==> config.mk <==
export PLATFORM = sky130hd
export DESIGN_NAME = ad7476_spi_rx_flat
export DESIGN_NICKNAME = d
export VERILOG_FILES = /design/src/rtl/ad7476_spi_rx_if.sv /design/src/rtl/ad7476_spi_rx.sv /design/src/flat_wrapper.sv
export SDC_FILE = /design/constraint.sdc
export NUM_CORES = 1
export LEC_CHECK = 0
export BUFFER_PORTS_ARGS = -buffer_cell sky130_fd_sc_hd__buf_2
export CORE_MARGIN = 3
export CORE_UTILIZATION = 35
export DETAILED_ROUTE_END_ITERATION = 16
export PLACE_DENSITY = 0.51
export SLEW_MARGIN = 20
export SYNTH_ARGS = -nofsm -noshare
export SYNTH_HDL_FRONTEND = slang
export SYNTH_SLANG_ARGS = --single-unit
==> constraint.sdc <==
create_clock -name clk_i -period 2.6 [get_ports clk_i]
set_clock_uncertainty 0.1 [all_clocks]
set_input_delay 0.13 -clock clk_i [delete_from_list [all_inputs] [get_ports clk_i]]
set_output_delay 0.13 -clock clk_i [all_outputs]
set_load 0.02 [all_outputs]
==> src/rtl/ad7476_spi_rx_if.sv <==
// ad7476_spi_rx_if
//   Bundles the capture engine's control handshake, ADC pins and result bus.
//   slave  : the capture engine (drives done/busy/ADC pins/sample).
//   master : the sequencing FSM / ADC side (drives start, rden, sdata).
//   spi_start_i     1-cycle start request
//   spi_rden_i      read enable, held for the transfer
//   spi_tfer_done_o 1-cycle end-of-frame pulse
//   busy_o          engine not idle
//   adc_cs_n_o      ADC chip select (active low)
//   adc_sclk_o      ADC serial clock (idles high)
//   adc_sdata_i     ADC serial data
//   sample_o        last captured 12-bit result
//   sample_valid_o  1-cycle pulse when sample_o updates
//   frame_err_o     sticky leading-zero error flag
interface ad7476_spi_rx_if;
    logic        spi_start_i;
    logic        spi_rden_i;
    logic        spi_tfer_done_o;
    logic        busy_o;
    logic        adc_cs_n_o;
    logic        adc_sclk_o;
    logic        adc_sdata_i;
    logic [11:0] sample_o;
    logic        sample_valid_o;
    logic        frame_err_o;

    modport slave (
        input  spi_start_i, spi_rden_i, adc_sdata_i,
        output spi_tfer_done_o, busy_o, adc_cs_n_o, adc_sclk_o,
               sample_o, sample_valid_o, frame_err_o
    );

    modport master (
        output spi_start_i, spi_rden_i, adc_sdata_i,
        input  spi_tfer_done_o, busy_o, adc_cs_n_o, adc_sclk_o,
               sample_o, sample_valid_o, frame_err_o
    );
endinterface

==> src/rtl/ad7476_spi_rx.sv <==
// ad7476_spi_rx
//   Serial capture engine for the AD7476: drops CS_n, clocks out 16 SCLK
//   periods, shifts the frame in MSB first and hands back the 12-bit result.
//   clk_i  : system clock
//   rst_i  : asynchronous active-high reset
//   bus    : ad7476_spi_rx_if.slave (handshake, ADC pins, result)
//   CLK_DIV      : SCLK half-period in clk_i cycles (2..255)
//   QUIET_CYCLES : CS_n-high time after the frame before done (1..255)
module ad7476_spi_rx #(
    parameter int CLK_DIV      = 2,
    parameter int QUIET_CYCLES = 4
) (
    input  logic              clk_i,
    input  logic              rst_i,
    ad7476_spi_rx_if.slave    bus
);

    typedef enum logic [2:0] {
        S_IDLE,
        S_SETUP,
        S_SHIFT,
        S_QUIET,
        S_DONE
    } state_t;

    localparam logic [7:0] DIV_LAST   = 8'(CLK_DIV - 1);
    localparam logic [7:0] QUIET_LAST = 8'(QUIET_CYCLES - 1);

    state_t      r_state;
    logic [7:0]  r_div_cnt;
    logic [4:0]  r_bit_cnt;
    logic [15:0] r_shift;
    logic        r_sdata;
    logic        r_cs_n;
    logic        r_sclk;
    logic        r_done;
    logic        r_busy;
    logic [11:0] r_sample;
    logic        r_valid;
    logic        r_err;

    logic w_div_end;
    logic w_quiet_end;

    assign w_div_end   = (r_div_cnt == DIV_LAST);
    assign w_quiet_end = (r_div_cnt == QUIET_LAST);

    // Serial data is registered once so the capture uses a value that has
    // been stable for CLK_DIV-1 cycles after the preceding SCLK fall.
    always_ff @(posedge clk_i or posedge rst_i) begin
        if (rst_i) r_sdata <= 1'b0;
        else       r_sdata <= bus.adc_sdata_i;
    end

    always_ff @(posedge clk_i or posedge rst_i) begin
        if (rst_i) begin
            r_state   <= S_IDLE;
            r_div_cnt <= '0;
            r_bit_cnt <= '0;
            r_shift   <= '0;
            r_cs_n    <= 1'b1;
            r_sclk    <= 1'b1;
            r_done    <= 1'b0;
            r_busy    <= 1'b0;
            r_sample  <= '0;
            r_valid   <= 1'b0;
            r_err     <= 1'b0;
        end else begin
            r_done  <= 1'b0;
            r_valid <= 1'b0;
            case (r_state)
                S_IDLE: begin
                    if (bus.spi_start_i) begin
                        r_state   <= S_SETUP;
                        r_cs_n    <= 1'b0;
                        r_busy    <= 1'b1;
                        r_div_cnt <= '0;
                    end
                end
                S_SETUP: begin
                    if (w_div_end) begin
                        r_state   <= S_SHIFT;
                        r_sclk    <= 1'b0;
                        r_div_cnt <= '0;
                        r_bit_cnt <= '0;
                    end else begin
                        r_div_cnt <= r_div_cnt + 8'd1;
                    end
                end
                S_SHIFT: begin
                    if (!w_div_end) begin
                        r_div_cnt <= r_div_cnt + 8'd1;
                    end else begin
                        r_div_cnt <= '0;
                        if (!r_sclk) begin
                            // Rising edge: capture in the same cycle SCLK goes high.
                            r_sclk    <= 1'b1;
                            r_shift   <= {r_shift[14:0], r_sdata};
                            r_bit_cnt <= r_bit_cnt + 5'd1;
                        end else if (r_bit_cnt == 5'd16) begin
                            // End of the 16th high phase: SCLK stays high.
                            r_cs_n  <= 1'b1;
                            r_state <= S_QUIET;
                        end else begin
                            r_sclk <= 1'b0;
                        end
                    end
                end
                S_QUIET: begin
                    if (w_quiet_end) begin
                        // Outputs are registered, so the DONE-cycle pulses are
                        // loaded on the way in.
                        r_state <= S_DONE;
                        r_done  <= 1'b1;
                        if (bus.spi_rden_i) begin
                            r_sample <= r_shift[11:0];
                            r_valid  <= 1'b1;
                        end
                        if (r_shift[15:12] != 4'd0) r_err <= 1'b1;
                    end else begin
                        r_div_cnt <= r_div_cnt + 8'd1;
                    end
                end
                S_DONE: begin
                    r_state <= S_IDLE;
                    r_busy  <= 1'b0;
                end
                default: begin
                    r_state <= S_IDLE;
                end
            endcase
        end
    end

    assign bus.spi_tfer_done_o = r_done;
    assign bus.busy_o          = r_busy;
    assign bus.adc_cs_n_o      = r_cs_n;
    assign bus.adc_sclk_o      = r_sclk;
    assign bus.sample_o        = r_sample;
    assign bus.sample_valid_o  = r_valid;
    assign bus.frame_err_o     = r_err;

endmodule

==> src/flat_wrapper.sv <==
// flat-port wrapper written by rule: the top's interface ports become plain ports
module ad7476_spi_rx_flat 
#(
    parameter int CLK_DIV      = 2,
    parameter int QUIET_CYCLES = 4
)
  (clk_i, rst_i, bus_spi_start_i, bus_spi_rden_i, bus_adc_sdata_i, bus_spi_tfer_done_o, bus_busy_o, bus_adc_cs_n_o, bus_adc_sclk_o, bus_sample_o, bus_sample_valid_o, bus_frame_err_o);
  ad7476_spi_rx_if bus_i ();
  input  logic clk_i;
  input  logic rst_i;
  input wire logic [$bits(bus_i.spi_start_i)-1:0] bus_spi_start_i;
  input wire logic [$bits(bus_i.spi_rden_i)-1:0] bus_spi_rden_i;
  input wire logic [$bits(bus_i.adc_sdata_i)-1:0] bus_adc_sdata_i;
  output wire logic [$bits(bus_i.spi_tfer_done_o)-1:0] bus_spi_tfer_done_o;
  output wire logic [$bits(bus_i.busy_o)-1:0] bus_busy_o;
  output wire logic [$bits(bus_i.adc_cs_n_o)-1:0] bus_adc_cs_n_o;
  output wire logic [$bits(bus_i.adc_sclk_o)-1:0] bus_adc_sclk_o;
  output wire logic [$bits(bus_i.sample_o)-1:0] bus_sample_o;
  output wire logic [$bits(bus_i.sample_valid_o)-1:0] bus_sample_valid_o;
  output wire logic [$bits(bus_i.frame_err_o)-1:0] bus_frame_err_o;
  assign bus_i.spi_start_i = bus_spi_start_i;
  assign bus_i.spi_rden_i = bus_spi_rden_i;
  assign bus_i.adc_sdata_i = bus_adc_sdata_i;
  assign bus_spi_tfer_done_o = bus_i.spi_tfer_done_o;
  assign bus_busy_o = bus_i.busy_o;
  assign bus_adc_cs_n_o = bus_i.adc_cs_n_o;
  assign bus_adc_sclk_o = bus_i.adc_sclk_o;
  assign bus_sample_o = bus_i.sample_o;
  assign bus_sample_valid_o = bus_i.sample_valid_o;
  assign bus_frame_err_o = bus_i.frame_err_o;
  ad7476_spi_rx #(.CLK_DIV(CLK_DIV), .QUIET_CYCLES(QUIET_CYCLES)) u_core (.clk_i(clk_i), .rst_i(rst_i), .bus(bus_i));
endmodule
==> run metrics <==
CTS tree=done; LEAKAGE=1.43 nW; DRC viols=0; Final GP Congestion=0.751; CP Launch Type=register; synth top area cells=dfrtp_1 51%, nand2_1 8.1%, mux2_4 6.2%; post-CTS setup buffers=0; worst min-delay path category=in -> reg; Max Cap Viol=0; Congestion Overflow GR=0; cts bufs inserted=5; CP peak stage delay=0.71 ns; fin crit share=90.1%; endpoints failing setup=0; nets=272; CP delay by family, top=simple AND/OR/NAND/NOR gates; Power Dens Cells=483 nW/um^2; via/cell ratio=4.96; clk sinks=51; f_max=427 MHz; Finished Layout Cells=341; RSZ-0062 raised after global routing=no; final hold viol count=0; Layout area overhead=15.1%; Final Slew Violations=0; Syn Nets=238; PnR Total Power=1.34 mW; All-Layer GR Usage=13.3%; CP cell instances=or4_1, nor3_4, nand2_2, mux2_1; clock tree buffer depth=2; Mapped Cells=229; Port Buf Inserts=22; post-detail-place hpwl=3.35 mm; layout cell share with drive strength beyond 1=25.0%; H-tree Lvls=2; initial antenna violation count=0; Yosys top cell area share=50.9%; fillcell total=640; DIE WIDTH=89.0 microns; Clk pin slew, worst setup/hold paths=0.10 ns; row count=29; WHS=0.0570 ns; Slew @ Worst Pin=0.580 ns; maximum vdd drop=0.000170 V; Slew headroom=61.0%; num ports=23; Final ANT Viol Nets=0; syn_area_per_cell=10.5 sq um; Yosys warnings=0; proportion of synthesized flip-flops having asynchronous set or reset=100%; Std-Cell Core Area=6490 sq um; Routed WL=4.78 mm; ant diodes=0; Cells after DPL=331; Worst Path Buf+Inv=0; most area-hungry cell type in the Yosys netlist=dfrtp_1; crit path max fanout=13; full die area=7920 sq um; Netlist Area Pre-Place=2410 sq um; Post-CTS Resized=0; Placed Area=2660 sq um; largest net degree at the start of global routing=22; sequential fraction of the synthesis area=53.1%; first-pass GRT wire length=8.07 mm; CP Class=reg -> reg; Pre-antenna DRT Iters=4; Post-synth EDFFs=0; Slowest-stage cell, CP=or4_1; Setup TNS=0 ns; Tmin final=2.34 ns; Unique masters post-synth=51; status=completed; data arrival time of the worst path=2.43 ns; DRT iter0 DRCs=53; routed wire length per instance=14.0 microns; Crit. End Element=register; Root Driver=clkbuf_8; starting density of the core=37.1%; Yosys reg bits=51; Post-synth top flop=dfrtp_1; via count=1691; Worst EP required=2.69 ns; vias in the first global route=1645; Clk Latency, worst-skew pair=0.32 ns; final instance area=2770 sq um; Die Y=89.0 microns
repair_timing:
item	CTS	global route
hold buffers	2	0
endpoints found under the setup margin	0	0
endpoints found under the hold margin	18	0
cells in the final DEF, fill, tap and decap left out, types with 3 or more instances in the layout:
cell,count
inv_1,7
xor2_1,3
mux2_4,10
ha_1,4
buf_2,22
nor4_1,5
clkbuf_8,5
a21oi_1,10
nand3_1,5
dfrtp_1,49
nand2_1,52
mux2_1,3
a31oi_1,3
and3_1,3
xnor2_1,3
nor3_1,4
buf_4,13
or4_1,4
nor2_1,15
worst min-delay path: stages:
cell	delay, ns
buf_2	0.13
a21oi_1	0.12
a21oi_1	0.05
where the power goes:
part / internal [mW] / switching [mW] / total, mW
registers: 0.803 / 0.00713 / 0.810
logic: 0.0105 / 0.0232 / 0.0337
clock network: 0.200 / 0.295 / 0.495
total: 1.01 / 0.325 / 1.34
state kept, by name (all words and copies together) (netlist names):
register,flops
u_core.bus.sample_valid_o,1
u_core.bus.busy_o,1
u_core.r_div_cnt,8
u_core.bus.spi_tfer_done_o,1
u_core.bus.sample_o,12
u_core.bus.adc_cs_n_o,1
u_core.r_bit_cnt,5
u_core.r_sdata,1
u_core.r_shift,16
u_core.r_state,3
u_core.bus.frame_err_o,1
u_core.bus.adc_sclk_o,1
per-layer routing:
metal	part of all wire, %	vias to the layer above	track usage [%]	wire [microns]
li1	-	860	-	-
met1	51	807	19.2	2450
met2	44	18	19.7	2120
met3	3.1	6	3.50	149
met4	1.4	0	4.06	65
met5	0	-	0	0
cell usage after synthesis (all sizes together) (2+ instances only):
| cell | n |
|---|---|
| or4b | 2 |
| nor4 | 6 |
| nand3 | 5 |
| dfstp | 2 |
| nor2 | 16 |
| inv | 9 |
| nand2b | 2 |
| dfrtp | 49 |
| xor2 | 3 |
| xnor2 | 3 |
| nor3 | 5 |
| a22o | 2 |
| a21o | 2 |
| a31oi | 3 |
| and3 | 3 |
| mux2 | 13 |
| clkbuf | 5 |
| a211oi | 2 |
| nand4b | 2 |
| nand2 | 53 |
| a21oi | 10 |
| buf | 5 |
| ha | 4 |
| or4 | 4 |
| or3b | 2 |
cell type report:
cell class	count	area, sq um	share of cell area (%)
clock buffer	5	68.8	2.48
inverter	9	33.8	1.22
clock inverter	3	28.8	1.04
multi-input combinational	159	1040	37.5
tap	77	96.3	3.47
timing repair buffer	37	228	8.21
sequential	51	1280	46.1
per-stage QoR:
stage / util [%] / worst slack (ns)
floorplan: - / 0.344
global placement: 40.9 / 0.305
detailed placement: 40.9 / 0.246
CTS: 42.7 / 0.232
global route: 42.7 / 0.111
finish: 42.7 / 0.258
path summary, 6_finish.rpt:
kind                                           from                endpoint  slack (ns)  cells after the start
worst max-delay path            u_core.r_div_cnt[2]  u_core.bus.sample_o[1]        0.26                      4
worst min-delay path                bus_spi_start_i       u_core.bus.busy_o        0.06                      3
worst max register to register  u_core.r_div_cnt[2]  u_core.bus.sample_o[1]        0.26                      4
worst min register to register       u_core.r_sdata       u_core.r_shift[0]        0.36                      2
max in group asynchronous                     rst_i       u_core.r_shift[3]        1.52                      4
min in group asynchronous                     rst_i      u_core.r_shift[14]        0.26                      3
logic make-up after synthesis:
logic type	after synthesis	share of synthesized area, %
flops	51	53.1
buf+inv	19	3.84
fa+ha+maj	4	2.08
xor+xnor	6	2.18
compound gates	25	7.06
simple gates	110	23.7
mux	14	8.05
Note: power is estimated with default switching activity, not from simulation.
